[src/rtl/bytecode_stream_decoder.sv]
// Fetches FETCH_BYTES-wide words into a circular byte queue and splits them into
// variable-length JVM instructions (opcode + 0..2 operand bytes), one per handshake.
module bytecode_stream_decoder #(
    parameter int BYTE        = 8,
    parameter int FETCH_BYTES = 4,
    parameter int BUF_BYTES   = 8,
    parameter int ADDR_W      = 16
) (
    input  logic                        clk,
    input  logic                        reset,
    input  logic                        start,
    input  logic [ADDR_W-1:0]           start_pc,
    output logic                        ready,
    output logic                        mem_req,
    output logic [ADDR_W-1:0]           mem_addr,
    input  logic                        mem_ack,
    input  logic [FETCH_BYTES*BYTE-1:0] mem_data,
    output logic                        out_valid,
    input  logic                        out_ready,
    output logic [BYTE-1:0]             opcode,
    output logic [2*BYTE-1:0]           operand,
    output logic [1:0]                  op_len,
    output logic [ADDR_W-1:0]           pc_out,
    output logic                        illegal
);
    localparam int PTR_W = $clog2(BUF_BYTES);
    localparam int CNT_W = PTR_W + 1;
    localparam int OFF_W = $clog2(FETCH_BYTES);

    typedef enum logic [1:0] {S_IDLE, S_RUN, S_HALT} state_t;

    state_t            state, state_nx;
    logic [BYTE-1:0]   q [BUF_BYTES];
    logic [PTR_W-1:0]  head;
    logic [CNT_W-1:0]  count;
    logic [ADDR_W-1:0] fetch_addr;
    logic [ADDR_W-1:0] pc;
    logic [OFF_W-1:0]  drop;
    logic              first_word;
    logic              discard;

    // Returns {illegal, len}; unsupported opcodes decode as length 1.
    function automatic logic [2:0] decode_len(input logic [BYTE-1:0] b);
        int unsigned v;
        v = 32'(b);
        if (v inside {32'h10, 32'h12, [32'h15:32'h19], [32'h36:32'h3A], 32'hA9, 32'hBC})
            return 3'b0_10;
        else if (v inside {32'h11, 32'h13, 32'h14, 32'h84, [32'h99:32'hA8], [32'hB2:32'hB8],
                           32'hBB, 32'hBD, 32'hC0, 32'hC1, 32'hC6, 32'hC7})
            return 3'b0_11;
        else if (v inside {32'hAA, 32'hAB, 32'hB9, 32'hBA, 32'hC4, 32'hC5} || v >= 32'hC8)
            return 3'b1_01;
        else
            return 3'b0_01;
    endfunction

    logic              start_go, accept, halting, ack, take;
    logic [1:0]        pop_len;
    logic [PTR_W-1:0]  nhead, tail;
    logic [CNT_W-1:0]  ncnt, push_n;
    logic [OFF_W-1:0]  drop_eff;
    logic [BYTE-1:0]   b0, b1, b2;
    logic [2:0]        dec;

    assign ready    = (state != S_RUN);
    assign start_go = start && ready;
    assign accept   = out_valid && out_ready;
    assign halting  = accept && illegal;
    assign ack      = mem_ack && mem_req;
    // A word requested before the halt is absorbed without touching the queue.
    assign take     = ack && !discard;
    assign pop_len  = accept ? op_len : 2'd0;
    assign drop_eff = first_word ? drop : '0;
    assign push_n   = take ? (CNT_W'(FETCH_BYTES) - CNT_W'(drop_eff)) : '0;
    assign tail     = head + count[PTR_W-1:0];

    // Next instruction is decoded from the post-pop queue so accepts can run back-to-back.
    assign nhead = head + PTR_W'(pop_len);
    assign ncnt  = count - CNT_W'(pop_len);
    assign b0    = q[nhead];
    assign b1    = q[nhead + PTR_W'(1)];
    assign b2    = q[nhead + PTR_W'(2)];
    assign dec   = decode_len(b0);

    always_ff @(posedge clk or negedge reset) begin
        if (!reset) state <= S_IDLE;
        else        state <= state_nx;
    end

    always_comb begin
        state_nx = state;
        case (state)
            S_IDLE:  if (start) state_nx = S_RUN;
            S_RUN:   if (halting) state_nx = S_HALT;
            S_HALT:  if (start) state_nx = S_RUN;
            default: state_nx = S_IDLE;
        endcase
    end

    always_ff @(posedge clk) begin
        if (take) begin
            for (int i = 0; i < FETCH_BYTES; i++) begin
                if (OFF_W'(i) >= drop_eff)
                    q[tail + PTR_W'(i) - PTR_W'(drop_eff)] <= mem_data[(FETCH_BYTES-1-i)*BYTE +: BYTE];
            end
        end
    end

    always_ff @(posedge clk or negedge reset) begin
        if (!reset) begin
            head       <= '0;
            count      <= '0;
            fetch_addr <= '0;
            pc         <= '0;
            drop       <= '0;
            first_word <= 1'b0;
            discard    <= 1'b0;
            mem_req    <= 1'b0;
            mem_addr   <= '0;
            out_valid  <= 1'b0;
            opcode     <= '0;
            operand    <= '0;
            op_len     <= '0;
            pc_out     <= '0;
            illegal    <= 1'b0;
        end else begin
            if (start_go) begin
                head       <= '0;
                count      <= '0;
                fetch_addr <= start_pc & ~ADDR_W'(FETCH_BYTES-1);
                drop       <= start_pc[OFF_W-1:0];
                first_word <= 1'b1;
                pc         <= start_pc;
            end else begin
                head  <= nhead;
                count <= ncnt + push_n;
                if (take) begin
                    fetch_addr <= fetch_addr + ADDR_W'(FETCH_BYTES);
                    first_word <= 1'b0;
                end
                if (accept) pc <= pc + ADDR_W'(op_len);
            end

            // Only one outstanding request, issued when a whole word is guaranteed to fit.
            if (ack) begin
                mem_req <= 1'b0;
            end else if (!mem_req && state == S_RUN && !halting &&
                         count <= CNT_W'(BUF_BYTES - FETCH_BYTES)) begin
                mem_req  <= 1'b1;
                mem_addr <= fetch_addr;
            end

            if (halting && mem_req && !mem_ack) discard <= 1'b1;
            else if (ack)                       discard <= 1'b0;

            if (!out_valid || accept) begin
                if (state == S_RUN && !halting && ncnt >= CNT_W'(dec[1:0])) begin
                    out_valid <= 1'b1;
                    opcode    <= b0;
                    op_len    <= dec[1:0];
                    illegal   <= dec[2];
                    pc_out    <= pc + ADDR_W'(pop_len);
                    case (dec[1:0])
                        2'd2:    operand <= {{BYTE{1'b0}}, b1};
                        2'd3:    operand <= {b1, b2};
                        default: operand <= '0;
                    endcase
                end else begin
                    out_valid <= 1'b0;
                end
            end
        end
    end
endmodule

[config.mk]
export PLATFORM = sky130hd
export DESIGN_NAME = bytecode_stream_decoder
export DESIGN_NICKNAME = d
export VERILOG_FILES = /design/src/rtl/bytecode_stream_decoder.sv
export SDC_FILE = /design/constraint.sdc
export NUM_CORES = 1
export LEC_CHECK = 0
export BUFFER_PORTS_ARGS = -buffer_cell sky130_fd_sc_hd__buf_2
export CAP_MARGIN = 0
export CORE_MARGIN = 2
export CORE_UTILIZATION = 45
export CTS_CLUSTER_DIAMETER = 60
export CTS_CLUSTER_SIZE = 14
export DETAILED_ROUTE_END_ITERATION = 16
export PLACE_DENSITY_LB_ADDON = 0.15
export SYNTH_ARGS = -nofsm -noshare
export SYNTH_HDL_FRONTEND = slang
export SYNTH_SLANG_ARGS = --single-unit
[constraint.sdc]
create_clock -name clk -period 7.5 [get_ports clk]
set_input_delay 1.5 -clock clk [delete_from_list [all_inputs] [get_ports clk]]
set_output_delay 1.5 -clock clk [all_outputs]
set_load 0.1 [all_outputs]
After elaboration in Yosys (flattened, before gate mapping)
Memories as Yosys holds them, arrays and structs flattened.
Cells that the tools add are included.
{"block": "word_totals", "regBits": 106, "ram_bits": 64, "in_bits": 53, "out_inout_bits": 62, "wordCells": 147, "memories": 1}
{"memory": "q", "depth": 8, "width": 8, "rd": 3, "rd_clocked_by_memory_dff": 0, "wr": 4, "line_no": "33", "text": "logic [BYTE-1:0] q [BUF_BYTES];"}
{"block": "op_classes", "addsub": 17, "order_cmp": 15, "n_eq_ne": 27, "n_mux": 35, "bitwise": 1, "reduce_logical": 35}
{"cell": "== test 8 bit, second input constant", "count": 15}
{"cell": "2-to-1 mux 16 bit", "count": 4}
{"cell": "== test 8 x 5 -> 1 bit, second input constant", "count": 5}
{"cell": "adder 16 x 2 -> 16 bit", "count": 2}
{"cell": "case mux 16 bit (2 select lines)", "count": 1}
{"cell": "greater-or-equal comparator 8 bit, second input constant", "count": 3}
{"cell": "2-to-1 mux 1 bit", "count": 19}
{"cell": "adder 16 x 3 -> 16 bit, second input constant", "count": 1}
{"cell": "less-or-equal comparator 8 bit, second input constant", "count": 2}
{"cell": "logical AND 1 bit", "count": 16}
{"cell": "2-to-1 mux 3 bit", "count": 4}
{"cell": "nonzero test 12 bit", "count": 1}
{"cell": "nonzero test 6 bit", "count": 2}
{"cell": "subtractor 3 x 2 -> 3 bit", "count": 4}
{"cell": "adder 3 x 2 -> 3 bit, second input constant", "count": 3}
{"cell": "greater-or-equal comparator 8 x 5 -> 1 bit, second input constant", "count": 1}
{"cell": "greater-or-equal comparator 8 x 6 -> 1 bit, second input constant", "count": 1}
{"cell": "less-or-equal comparator 8 x 5 -> 1 bit, second input constant", "count": 1}
{"cell": "less-or-equal comparator 8 x 6 -> 1 bit, second input constant", "count": 1}
{"cell": "2-to-1 mux 2 bit", "count": 4}
{"cell": "2-to-1 mux 4 bit", "count": 2}
{"cell": "nonzero test 2 bit", "count": 4}
{"cell": "adder 3 x 1 -> 3 bit, second input constant", "count": 2}
{"cell": "== test 2 bit, second input constant", "count": 3}
{"cell": "19 further kinds", "count": 29}

Longest topological paths before layout
Gate-level depths: netlist (run 1).
An unclocked memory read counts as a cell.
{"block": "depth", "ltp_word": 13, "mapped_depth": 25}

Worst setup path after synthesis (run 1)
OpenSTA, ideal clock, no wires.
{"block": "synth_timing", "kind": "in2reg", "start": "input port out_ready", "end": "register operand[10]", "setup_ns": 0.096, "arrival_ns": 5.959, "t_required_ns": 7.404, "setup_slack_ns": 1.445, "cell_stages": 24, "path_cell_list": "and3_1 -> clkbuf_1 -> ha_1 -> inv_1 -> fa_1 -> xnor2_1 -> buf_6 -> mux4_2 -> mux2i_4 -> buf_6 -> xor2_1 -> a31oi_1 -> o31a_1 -> buf_6 -> and2_1 -> ha_1 -> o21ai_0 -> a31oi_1 -> nand2b_1 -> clkbuf_1 -> buf_2 -> clkbuf_1 -> nand2_1 -> o31ai_1"}
{"block": "synth_between", "elab_chain_cells": 12, "word_cells_on_any_way": 46, "classes_between": "add/sub: 3; order compare: 9; eq/ne: 16; mux: 4; reduce/logical: 13; memory: 1"}
{"item": "from (decl)", "line_no": "19", "text": "input logic out_ready,"}
{"item": "logical AND 1 bit *", "line_no": "67", "text": "assign accept = out_valid && out_ready;"}
{"item": "2-to-1 mux 2 bit", "line_no": "72", "text": "assign pop_len = accept ? op_len : 2'd0;"}
{"item": "adder 3 x 2 -> 3 bit", "line_no": "78", "text": "assign nhead = head + PTR_W'(pop_len);"}
{"item": "memory (8 x 8 bit)"}
{"item": "greater-or-equal comparator 8 bit / less-or-equal comparator 8 bit (equally long branches)", "line_no": "48", "text": "else if (v inside {32'h11, 32'h13, 32'h14, 32'h84, [32'h99:32'hA8], [32'hB2:32'hB8],"}
{"item": "logical AND 1 bit", "line_no": "48"}
{"item": "nonzero test 12 bit", "line_no": "48"}
{"item": "2-to-1 mux 3 bit", "line_no": "48"}
{"item": "2-to-1 mux 3 bit", "line_no": "46", "text": "if (v inside {32'h10, 32'h12, [32'h15:32'h19], [32'h36:32'h3A], 32'hA9, 32'hBC})"}
{"item": "greater-or-equal comparator 4 x 2 -> 1 bit", "line_no": "157", "text": "if (state == S_RUN && !halting && ncnt >= CNT_W'(dec[1:0])) begin"}
{"item": "logical AND 1 bit", "line_no": "157"}
{"item": "AND reduction 2 bit (no source line)"}
{"item": "to (signal assigned)", "line_no": "164", "text": "2'd2: operand <= {{BYTE{1'b0}}, b1};"}
{"item": "to (signal assigned)", "line_no": "165", "text": "2'd3: operand <= {b1, b2};"}
{"item": "to (decl)", "line_no": "21", "text": "output logic [2*BYTE-1:0] operand,"}
Mark *: on every way between the ends. The rest lies on a longest branch, timed or not.
A chain may end at the register's enable or synchronous reset.

Worst setup path in the final report (run 1)
{"block": "layout_timing", "start": "input port out_ready", "end": "register operand[14]"}
The elaborated chain is that of the path after synthesis.

==> out/qor.csv, run 1 <==
stage,metric,value,unit
outcome,outcome,"finished, final reports clean",
die,IO Pins,115,
timing,Tcrit/Tclk final,0.859,
die,Die Wd,161,µm
global_routing,largest net degree at the start of global routing,77,
synthesis,Gate Count Post-Synth,1055,
die,row count,57,
final_layout,"commonest non-fill, non-tap cell in the layout",nand2_1,
cts,Clock Latency Late Sink,0.44,ns
routing,vias,8246,
setup_path,r2r startpoint,out_valid$_DFFE_PN0P_,
cts,Num CTS Buffers,17,
timing,RSZ-0062 raised after global routing,no,
global_routing,initial antenna violation count,0,
final_layout,antenna fix cells,0,
setup_path,Critical Setup Path Class,in -> reg,
timing,setup TNS,0,ns
routing,Vias/cell,5.59,
cts,post-cts resize count,0,
global_routing,GRT overflow,0,
flow_run,Max Cap Viol,0,
timing,Slew HR,0.252,
cts,Sink Count,166,
cts,clock slew at reported path FFs,0.07,ns
die,Die ar.,0.0258,mm²
die,core area,0.0242,mm²
final_layout,"commonest non-fill, non-tap cells in the layout","nand2_1 (143), buf_2 (111), dfrtp_1 (102), nor2_1 (86), mux2i_1 (83)",
routing,drt pass-1 iters,5,
cts,hold_buf cts,0,
cts,Clock Tree Root,clkbuf_16,
setup_path,crit start category,input port,
synthesis,register area share after synthesis,0.406,
synthesis,ys flop type,dfrtp_1,
cts,CTS tree,yes,
timing,worst clock skew,0.00990,ns
global_routing,Total GRT Usage,0.231,
timing,Slew @ Worst Pin,1.12,ns
place,dpl hpwl,22100,µm
die,Die Ht,161,µm
setup_path,crit path from,out_ready,
synthesis,Yosys warnings,0,
final_layout,Fillers,2168,
routing,remaining antenna violation count,0,
hold_path,Hold Crit Start,state[0]$_DFFE_PN0P_,
global_routing,vias in the first global route,7897,
synthesis,average size of a mapped cell,10.4,µm²
timing,fin crit period,6.45,ns
die,Initial Utilization,0.456,
synthesis,Yosys cell types,66,
setup_path,CP endpoint kind,flip-flop,
setup_path,worst path required time,7.82,ns
cts,post-CTS setup buffer count,0,
final_layout,P&R area growth vs syn,12.6,%
routing,DRC,0,
place,port bufs,112,
synthesis,asr flop ratio synth,0.614,
final_layout,share of cells above drive strength 1,0.250,
routing,wire per inst,19.5,µm
routing,WL final,28800,µm
timing,fmax,0.155,GHz
place,GP Congestion,0.914,
synthesis,"EDFF count, synth",64,
cts,H-tree levels,4,
hold_path,min-delay worst type,reg -> reg,
setup_path,worst-path fanout max,35,
timing,final hold violation count,0,
routing,Initial DRC Count,649,
final_layout,Nets,1221,
global_routing,first-pass GRT wire length,46300,µm
timing,"Slew Viols, Final",0,
setup_path,Critical Path AT,6.77,ns
synthesis,mapped cell area,0.0110,mm²
synthesis,Seq cells post-synth,166,
timing,# setup viols final,0,
cts,clk buf depth,2,
## final timing paths
kind	to	slack, ns	cells after the start
worst max-delay path	operand[14]$_DFFE_PN0P_	1.05	19
worst min-delay path	state[1]$_DFFE_PN0P_	0.47	1
worst max register to register	operand[14]$_DFFE_PN0P_	1.77	18
worst min register to register	state[1]$_DFFE_PN0P_	0.47	1
max in group asynchronous	operand[12]$_DFFE_PN0P_	5.26	2
min in group asynchronous	mem_addr[13]$_DFFE_PN0P_	0.96	1
## critical path, stage by stage
cell and delay (ns):
buf_2 0.15, and3_1 0.30, ha_2 0.21, inv_1 0.04, fa_1 0.43, xor2_2 0.41
mux4_2 0.58, mux2i_2 0.45, a2bb2oi_1 0.11, a2111oi_0 0.46, a311oi_1 0.13, buf_4 0.21
and2_1 0.14, ha_1 0.26, o21ai_0 0.08, a31oi_1 0.28, nand2b_2 0.44, buf_4 0.35
a22o_1 0.23
## metrics by stage
step                setup WS (ns)  hold slack (ns)   util  area [µm²]  instances
global route                0.654            0.488  0.513       12400       1475
global placement            0.739            0.450  0.489       11800       1443
CTS                          1.07            0.469  0.513       12400       1475
finish                       1.05            0.474  0.513       12400       1475
floorplan                    1.45            0.441      -       11000       1056
detailed placement          0.620            0.466  0.489       11800       1443
## layer usage
layer  vias to the layer above  wire length (µm)  track usage
met4                         0               387       0.0614
met2                       239             12900        0.349
met1                      3996             14100        0.349
li1                       3983                 -            -
met5                         -                 0            0
met3                        28              1470       0.0331
## Yosys cell counts (7+ instances only)
cell type | number | area [µm²]
nand2_1 | 143 | 537
dfrtp_1 | 102 | 2550
nor2_1 | 86 | 323
mux2i_1 | 83 | 831
mux2_2 | 67 | 754
edfxtp_1 | 64 | 1920
o21ai_0 | 63 | 315
a21oi_1 | 55 | 275
clkbuf_1 | 39 | 146
mux4_2 | 37 | 833
xnor2_1 | 29 | 254
xor2_1 | 28 | 245
ha_1 | 23 | 288
inv_1 | 21 | 78.8
nand3_1 | 21 | 105
o21ai_1 | 16 | 80.1
a211oi_1 | 15 | 113
a21o_1 | 15 | 113
buf_1 | 12 | 45.0
nor3_1 | 11 | 55.1
and2_1 | 8 | 50.1
and3_1 | 8 | 50.1
buf_2 | 8 | 40.0
a221o_1 | 7 | 70.1
fa_1 | 7 | 140
nand2b_1 | 7 | 43.8
nor2b_1 | 7 | 43.8
## logic make-up (layout without fill, tap and decap cells)
kind of cell	count (synthesis)	count (layout)	share of synthesized area
fa+ha+maj	30	30	0.0388
compound gates	200	200	0.112
other cells	1	2	0.000340
xor+xnor	60	60	0.0503
simple gates	314	314	0.124
mux	194	194	0.232
flops	166	166	0.406
buf+inv	90	185	0.0363
## layout make-up
cell class	count	area, µm²	area share
Clock inverter	15	159	0.0128
Sequential cell	166	4470	0.361
Tap cell	324	405	0.0327
Multi-Input combinational cell	800	6160	0.496
Inverter	22	82.6	0.00665
Clock buffer	17	425	0.0343
Timing Repair Buffer	131	706	0.0569
## flip-flops by register name, summed over array words and instances, names as in the netlist, 2 cells and up
name        flops
q              64
operand        16
pc             16
pc_out         16
fetch_addr     14
mem_addr       14
opcode          8
count           4
head            3
drop            2
op_len          2
state           2
Power of run 1 is not shown: default switching activity piles up to over one toggle a cycle in this logic, so the estimate is an artifact.
==> run 2, diff against run 1 <==
--- a/config.mk
+++ b/config.mk
@@ -5,10 +5,11 @@
 export SDC_FILE = /design/constraint.sdc
 export NUM_CORES = 1
 export LEC_CHECK = 0
+export ABC_AREA = 1
 export BUFFER_PORTS_ARGS = -buffer_cell sky130_fd_sc_hd__buf_2
 export CAP_MARGIN = 0
 export CORE_MARGIN = 2
-export CORE_UTILIZATION = 45
+export CORE_UTILIZATION = 55
 export CTS_CLUSTER_DIAMETER = 60
 export CTS_CLUSTER_SIZE = 14
 export DETAILED_ROUTE_END_ITERATION = 16
==> run 2 against run 1 <==
  * Global-route usage grew 9.5 points
  * Non-clock buffer count decreased by 11
  * Via count rose by 40%
  * Sequential cell count unchanged
  * Design area is 4.4% higher
  * Clock-buffer cell count did not move
  * Largest cell class unchanged
==> out/qor.csv, run 2 <==
stage,metric,value,unit,change
timing,Tcrit/Tclk final,0.849,,was 0.859
cts,Clock Latency Late Sink,0.45,ns,was 0.44 ns
timing,RSZ-0062 raised after global routing,no,,unchanged
global_routing,initial antenna violation count,0,,unchanged
final_layout,multi-input logic area,0.00624,mm²,was 0.00616 mm²
setup_path,worst-path fanout max,32,,was 35
final_layout,antenna fix cells,0,,unchanged
synthesis,"top cells by count, synth","nand2_1 (473), inv_1 (160), o21ai_0 (160), nor2_1 (148), nand3_1 (135)",,"was nand2_1 (143), dfrtp_1 (102), nor2_1 (86), mux2i_1 (83), mux2_2 (67)"
flow_run,Max Cap Viol,0,,unchanged
timing,worst setup margin,1.14,ns,was 1.05 ns
timing,Slew HR,0.370,,was 0.252
synthesis,ys flop type,dfrtp_1,,unchanged
final_layout,"commonest non-fill, non-tap cells in the layout","nand2_1 (473), inv_1 (160), o21ai_0 (160), nor2_1 (147), nand3_1 (134)",,"was nand2_1 (143), buf_2 (111), dfrtp_1 (102), nor2_1 (86), mux2i_1 (83)"
final_layout,Sequential Area,0.00447,mm²,unchanged
global_routing,GR met1 Demand/Resource,0.503,,was 0.349
routing,WL final,35900,µm,was 28800 µm
global_routing,first-pass GRT wire length,56300,µm,was 46300 µm
final_layout,Fillers,1958,,was 2168
cts,clk buf depth,2,,unchanged
global_routing,largest net degree at the start of global routing,66,,was 77
die,Initial Utilization,0.559,,was 0.456
setup_path,r2r worst-path depth,26,,was 18
setup_path,FF-to-FF setup slack,1.83,ns,was 1.77 ns
timing,"Slew Viols, Final",0,,unchanged
global_routing,Total GRT Usage,0.326,,was 0.231
timing,# setup viols final,0,,unchanged
final_layout,"commonest non-fill, non-tap cell in the layout",nand2_1,,unchanged
die,Die ar.,0.0225,mm²,was 0.0258 mm²
routing,vias,11564,,was 8246
final_layout,post-layout util,0.618,,was 0.513
global_routing,GRT overflow,0,,unchanged
setup_path,worst path required time,7.82,ns,about the same
setup_path,Worst path depth,27,,was 19
timing,fmax,0.157,GHz,was 0.155 GHz
global_routing,grt met2 use,0.463,,was 0.349
cts,clock slew at reported path FFs,0.07,ns,about the same
timing,Slew @ Worst Pin,0.943,ns,was 1.12 ns
synthesis,"EDFF count, synth",64,,unchanged
place,GP Congestion,1.00,,was 0.914
synthesis,Synth top area share,0.218,,was 0.232
cts,H-tree levels,4,,unchanged
place,port bufs,112,,unchanged
synthesis,"top cells by area, synth","dfrtp_1 (22%), edfxtp_1 (16%), nand2_1 (15%)",,"was dfrtp_1 (23%), edfxtp_1 (17%), mux4_2 (7.6%)"
routing,drt pass-1 iters,8,,was 5
routing,remaining antenna violation count,0,,unchanged
synthesis,average size of a mapped cell,7.12,µm²,was 10.4 µm²
setup_path,Slowest cell on crit path,fa_1,,was mux4_2
cts,post-cts resize count,0,,unchanged
die,row count,53,,was 57
place,dpl ws,0.835,ns,was 0.620 ns
cts,hold_buf cts,0,,unchanged
setup_path,crit start category,input port,,unchanged
synthesis,Gate Count Post-Synth,1644,,was 1055
final_layout,largest reg by FF count,q,,unchanged
timing,worst clock skew,0.0127,ns,was 0.00990 ns
routing,Vias/cell,5.77,,was 5.59
global_routing,met3 global-route usage,0.0390,,was 0.0331
routing,wire per inst,17.9,µm,was 19.5 µm
synthesis,Seq cells post-synth,166,,unchanged
cts,Clock Tree Root,clkbuf_16,,unchanged
setup_path,Critical Path AT,6.69,ns,was 6.77 ns
cts,Sink Count,166,,unchanged
synthesis,Yosys cell types,55,,was 66
global_routing,vias in the first global route,10096,,was 7897
die,Die Ht,150,µm,was 161 µm
final_layout,P&R area growth vs syn,10.7,%,was 12.6%
place,dpl hpwl,27300,µm,was 22100 µm
routing,Initial DRC Count,1563,,was 649
die,core area,0.0210,mm²,was 0.0242 mm²
die,Die Wd,150,µm,was 161 µm
setup_path,Critical Setup Path Class,in -> reg,,unchanged
setup_path,CP endpoint kind,flip-flop,,unchanged
synthesis,register area share after synthesis,0.382,,was 0.406
synthesis,asr flop ratio synth,0.614,,unchanged
timing,fin crit period,6.36,ns,was 6.45 ns
timing,setup TNS,0,ns,unchanged
synthesis,mapped cell area,0.0117,mm²,was 0.0110 mm²
setup_path,cell family with most CP delay,simple AND/OR/NAND/NOR gates,,was compound AO/OA/AOI/OAI gates
outcome,outcome,"finished, final reports clean",,unchanged
setup_path,crit-path max cell delay,0.47,ns,was 0.58 ns
timing,worst hold slack,0.471,ns,was 0.474 ns
cts,post-CTS setup buffer count,0,,unchanged
global_routing,gr busiest metal,met1,,was met2
synthesis,Synth area leader,dfrtp_1,,unchanged
routing,DRC,0,,unchanged
timing,final hold violation count,0,,unchanged
cts,CTS tree,yes,,unchanged
synthesis,most numerous cell in the Yosys netlist,nand2_1,,unchanged
die,IO Pins,115,,unchanged
final_layout,share of cells above drive strength 1,0.140,,was 0.250
cts,Num CTS Buffers,17,,unchanged
final_layout,Nets,1800,,was 1221
hold_path,WHS Path Cells,1,,unchanged
setup_path,CP bufs+invs,7,,was 4
final_layout,Largest register FFs,64,,unchanged
synthesis,Yosys warnings,0,,unchanged
hold_path,min-delay worst type,reg -> reg,,unchanged
-- run 2: cell count changes after synthesis, sizes merged, moves of 25 or more --
cell / change
a21oi: +48
inv: +148
mux2: -66
mux2i: -87
mux4: -40
nand2: +359
nand3: +122
nor2: +73
o21ai: +89
xnor2: -25
-- run 2: final timing paths --
path | startpoint | end
min reg2reg | state[0]$_DFFE_PN0P_ | state[0]$_DFFE_PN0P_
max | out_ready | operand[6]$_DFFE_PN0P_
max reg2reg | out_valid$_DFFE_PN0P_ | operand[6]$_DFFE_PN0P_
max in group asynchronous | reset | mem_addr[4]$_DFFE_PN0P_
min | state[0]$_DFFE_PN0P_ | state[0]$_DFFE_PN0P_
min in group asynchronous | reset | opcode[2]$_DFFE_PN0P_
-- run 2: metal layers --
metal	up-vias	part of all wire
li1	5575	-
met1	5288	0.46
met2	602	0.42
met3	99	0.078
met4	0	0.039
met5	-	0
-- run 2: area by class of cell --
type | count | share of cell area
Inverter | 170 | 0.0493
Sequential cell | 166 | 0.345
Timing Repair Buffer | 120 | 0.0481
Clock buffer | 17 | 0.0328
Tap cell | 275 | 0.0266
Clock inverter | 15 | 0.0157
Multi-Input combinational cell | 1242 | 0.482
-- run 2: logic make-up (layout without fill, tap and decap cells) --
kind of cell               count (synthesis)  in the layout  synth area share
other                                      1              2          0.000320
AOI/OAI and AO/OA                        344            344             0.165
xor gates and xnor gates                  23             23            0.0195
and+or+nand+nor                          842            842             0.310
DFF                                      166            166             0.382
buffers and inverters                    237            322            0.0854
muxes                                      1              1          0.000962
adders and majority gates                 30             30            0.0366
-- run 2: metrics by stage --
stage | instances | area (µm²)
after floorplan | 1645 | 11700
after CTS | 2005 | 13000
after global placement | 1973 | 12300
after global routing | 2005 | 13000
after detailed placement | 1973 | 12300
final | 2005 | 13000
-- run 2: worst reg2reg max path, cell delays in order, from the launching register on --
cell and delay (ns):
dfrtp_1 0.43, nand2_1 0.24, nor2_1 0.32, ha_2 0.23, inv_1 0.04, fa_1 0.47
buf_4 0.29, inv_2 0.26, nand3_1 0.16, nand3_1 0.08, nand2_2 0.18, inv_2 0.09
nand2_1 0.13, nor2_1 0.07, nand2_1 0.06, nand3_1 0.06, nor2_1 0.13, nand3_2 0.31
nor2_1 0.20, ha_1 0.24, o21ai_0 0.09, nand3_1 0.15, nand3_2 0.47, inv_1 0.38
or2_2 0.37, inv_1 0.07, a21oi_2 0.03
Power of run 2 is left out for the same reason.
==> run 3, diff against run 2 <==
--- a/config.mk
+++ b/config.mk
@@ -5,11 +5,11 @@
 export SDC_FILE = /design/constraint.sdc
 export NUM_CORES = 1
 export LEC_CHECK = 0
-export ABC_AREA = 1
+export ABC_AREA = 0
 export BUFFER_PORTS_ARGS = -buffer_cell sky130_fd_sc_hd__buf_2
 export CAP_MARGIN = 0
 export CORE_MARGIN = 2
-export CORE_UTILIZATION = 55
+export CORE_UTILIZATION = 54
 export CTS_CLUSTER_DIAMETER = 60
 export CTS_CLUSTER_SIZE = 14
 export DETAILED_ROUTE_END_ITERATION = 16
==> constraint.sdc (replaced) <==
create_clock -name clk -period 5.3 [get_ports clk]
set_input_delay 1.06 -clock clk [delete_from_list [all_inputs] [get_ports clk]]
set_output_delay 1.06 -clock clk [all_outputs]
set_load 0.1 [all_outputs]
==> run 3 against run 2 <==
  * Global-route usage shrank 5.7 points
  * Clock skew down 0.0029 ns
  * Via count decreased by 26%
  * Critical path depth shrank 7
  * Critical endpoint unchanged
  * Highest routed layer is now met5
==> out/qor.csv, run 3 (synthesized netlist as in run 1, its figures left out) <==
stage,metric,value,unit,change
final_layout,Sequential Area,0.00448,mm²,was 0.00447 mm²
setup_path,Reg-to-Reg End,operand[6]$_DFFE_PN0P_,,unchanged
final_layout,multi-input logic area,0.00624,mm²,about the same
cts,Clock Latency Late Sink,0.43,ns,was 0.45 ns
hold_path,Hold Crit Endpoint,pc_out[7]$_DFFE_PN0P_,,was state[0]$_DFFE_PN0P_
setup_path,r2r worst-path depth,19,,was 26
routing,WL final,28300,µm,was 35900 µm
global_routing,GR met1 Demand/Resource,0.426,,was 0.503
timing,Tcrit/Tclk final,0.948,,
place,dpl hpwl,21400,µm,was 27300 µm
final_layout,fin cells,1448,,was 2005
timing,fin crit period,5.03,ns,
timing,Slew @ Worst Pin,1.07,ns,was 0.943 ns
die,Die ar.,0.0216,mm²,was 0.0225 mm²
timing,worst clock skew,0.00972,ns,was 0.0127 ns
place,GP Congestion,0.911,,was 1.00
place,dpl ws,-0.239,ns,was 0.835 ns
routing,drt pass-1 iters,5,,was 8
final_layout,Fillers,1591,,was 1958
final_layout,"commonest non-fill, non-tap cell in the layout",nand2_1,,unchanged
global_routing,met3 global-route usage,0.0491,,was 0.0390
cts,post-CTS setup buffer count,0,,unchanged
timing,Slew HR,0.287,,was 0.370
global_routing,first-pass GRT wire length,45100,µm,was 56300 µm
cts,Sink Count,166,,unchanged
final_layout,"commonest non-fill, non-tap cells in the layout","nand2_1 (143), buf_2 (111), dfrtp_1 (100), nor2_1 (86), mux2i_1 (83)",,"was nand2_1 (473), inv_1 (160), o21ai_0 (160), nor2_1 (147), nand3_1 (134)"
global_routing,gr busiest metal,met1,,unchanged
setup_path,worst path required time,5.63,ns,was 7.82 ns
timing,"Slew Viols, Final",0,,unchanged
setup_path,Critical Path AT,5.35,ns,was 6.69 ns
routing,DRC,0,,unchanged
global_routing,grt met2 use,0.388,,was 0.463
place,Area after DPL,0.0120,mm²,was 0.0123 mm²
cts,clock slew at reported path FFs,0.07,ns,about the same
setup_path,CP bufs+invs,3,,was 7
setup_path,FF-to-FF setup slack,0.54,ns,was 1.83 ns
setup_path,crit start category,input port,,unchanged
hold_path,WHS Path Cells,2,,was 1
final_layout,post-route cell area,0.0127,mm²,was 0.0130 mm²
timing,final hold violation count,0,,unchanged
place,placed cell count,1416,,was 1973
global_routing,GRT overflow,0,,unchanged
die,row count,52,,was 53
final_layout,largest reg by FF count,q,,unchanged
timing,RSZ-0062 raised after global routing,no,,unchanged
outcome,outcome,"finished, final reports clean",,unchanged
setup_path,r2r startpoint,out_valid$_DFFE_PN0P_,,unchanged
die,Initial Utilization,0.548,,was 0.559
global_routing,Total GRT Usage,0.269,,was 0.326
routing,remaining antenna violation count,0,,unchanged
die,core area,0.0201,mm²,was 0.0210 mm²
setup_path,CP endpoint kind,flip-flop,,unchanged
setup_path,worst-path fanout max,32,,unchanged
cts,clk buf depth,2,,unchanged
die,Die Ht,147,µm,was 150 µm
die,IO Pins,115,,unchanged
timing,# setup viols final,0,,unchanged
routing,vias,8507,,was 11564
final_layout,Largest register FFs,64,,unchanged
global_routing,largest net degree at the start of global routing,61,,was 66
setup_path,"Cell Chain, Critical Path","buf_2, and3_4, ha_4, inv_2, fa_2, xnor2_2, mux4_1, mux2i_4, xor2_1, a31oi_2, o31a_1, and2_4, ha_4, o21ai_1, a31oi_1, nand2b_2, buf_6, nor2_1, nand2b_1, o311ai_2",,
cts,Num CTS Buffers,17,,unchanged
place,port bufs,112,,unchanged
routing,Initial DRC Count,889,,was 1563
final_layout,share of cells above drive strength 1,0.278,,was 0.140
timing,setup TNS,0,ns,unchanged
cts,H-tree levels,4,,unchanged
setup_path,crit-path max cell delay,0.66,ns,was 0.47 ns
final_layout,P&R area growth vs syn,15.4,%,was 10.7%
setup_path,Critical Setup Path Class,in -> reg,,unchanged
cts,CTS tree,yes,,unchanged
timing,worst setup margin,0.274,ns,was 1.14 ns
hold_path,Hold Crit Start,pc_out[7]$_DFFE_PN0P_,,was state[0]$_DFFE_PN0P_
routing,wire per inst,19.5,µm,was 17.9 µm
hold_path,min-delay worst type,reg -> reg,,unchanged
cts,Clock Tree Root,clkbuf_16,,unchanged
final_layout,antenna fix cells,0,,unchanged
global_routing,initial antenna violation count,1,,was 0
global_routing,vias in the first global route,7914,,was 10096
routing,Vias/cell,5.88,,was 5.77
die,Die Wd,147,µm,was 150 µm
final_layout,Nets,1248,,was 1800
setup_path,cell family with most CP delay,multiplexers,,was simple AND/OR/NAND/NOR gates
flow_run,Max Cap Viol,0,,unchanged
setup_path,Slowest cell on crit path,mux4_1,,was fa_1
timing,fmax,0.199,GHz,
setup_path,CP most frequent cell,ha_4,,
run 3: cell count changes in the layout (fill, tap and decap cells not counted), moves of 61 or more:
| cell | change |
|---|---|
| inv_1 | -140 |
| mux2_2 | +66 |
| mux2i_1 | +83 |
| nand2_1 | -330 |
| nand3_1 | -113 |
| nor2_1 | -61 |
| o21ai_0 | -99 |
run 3: worst max path at each step:
stage,start,endpoint,slack (ns),cells after the start
5_1_grt,out_ready,operand[6]$_DFFE_PN0P_,0.01,20
2_1_floorplan,out_ready,operand[4]$_DFFE_PN0P_,0.01,22
6_report,out_ready,operand[6]$_DFFE_PN0P_,0.27,20
3_3_place_gp,out_ready,operand[6]$_DFFE_PN0P_,-0.16,21
3_5_place_dp,out_ready,operand[6]$_DFFE_PN0P_,-0.24,21
4_1_cts,out_ready,operand[6]$_DFFE_PN0P_,0.19,21
run 3: per-stage QoR:
stage / utilization / hold WS (ns)
after floorplan: - / 0.441
after global placement: 0.598 / 0.455
after detailed placement: 0.598 / 0.463
after CTS: 0.632 / 0.478
after global routing: 0.633 / 0.498
final: 0.633 / 0.471
run 3: worst min-delay path, cell delays in order (launching register included):
cell,delay [ns]
dfrtp_1,0.34
nand2_1,0.04
o21ai_0,0.05
run 3: routing by layer:
| layer | part of all wire | vias to the layer above | routed length (µm) |
|---|---|---|---|
| met3 | 0.079 | 30 | 2240 |
| met5 | 0.00071 | - | 20 |
| li1 | - | 4042 | - |
| met2 | 0.43 | 379 | 12100 |
| met4 | 0.010 | 2 | 284 |
| met1 | 0.48 | 4054 | 13600 |
run 3: final cells by class:
cell class | count | share of cell area
Clock inverter | 13 | 0.0158
Multi-Input combinational cell | 800 | 0.490
Timing Repair Buffer | 158 | 0.0727
Sequential cell | 166 | 0.352
Clock buffer | 19 | 0.0365
Inverter | 22 | 0.00649
Tap cell | 270 | 0.0265
run 3: timing repair:
action / in CTS / in global routing
setup endpoints to repair: 0 / 6
gates resized for setup: 0 / 5
endpoints found under the hold margin: 0 / 0
hold buffers: 0 / 0
Power of run 3 is left out for the same reason.
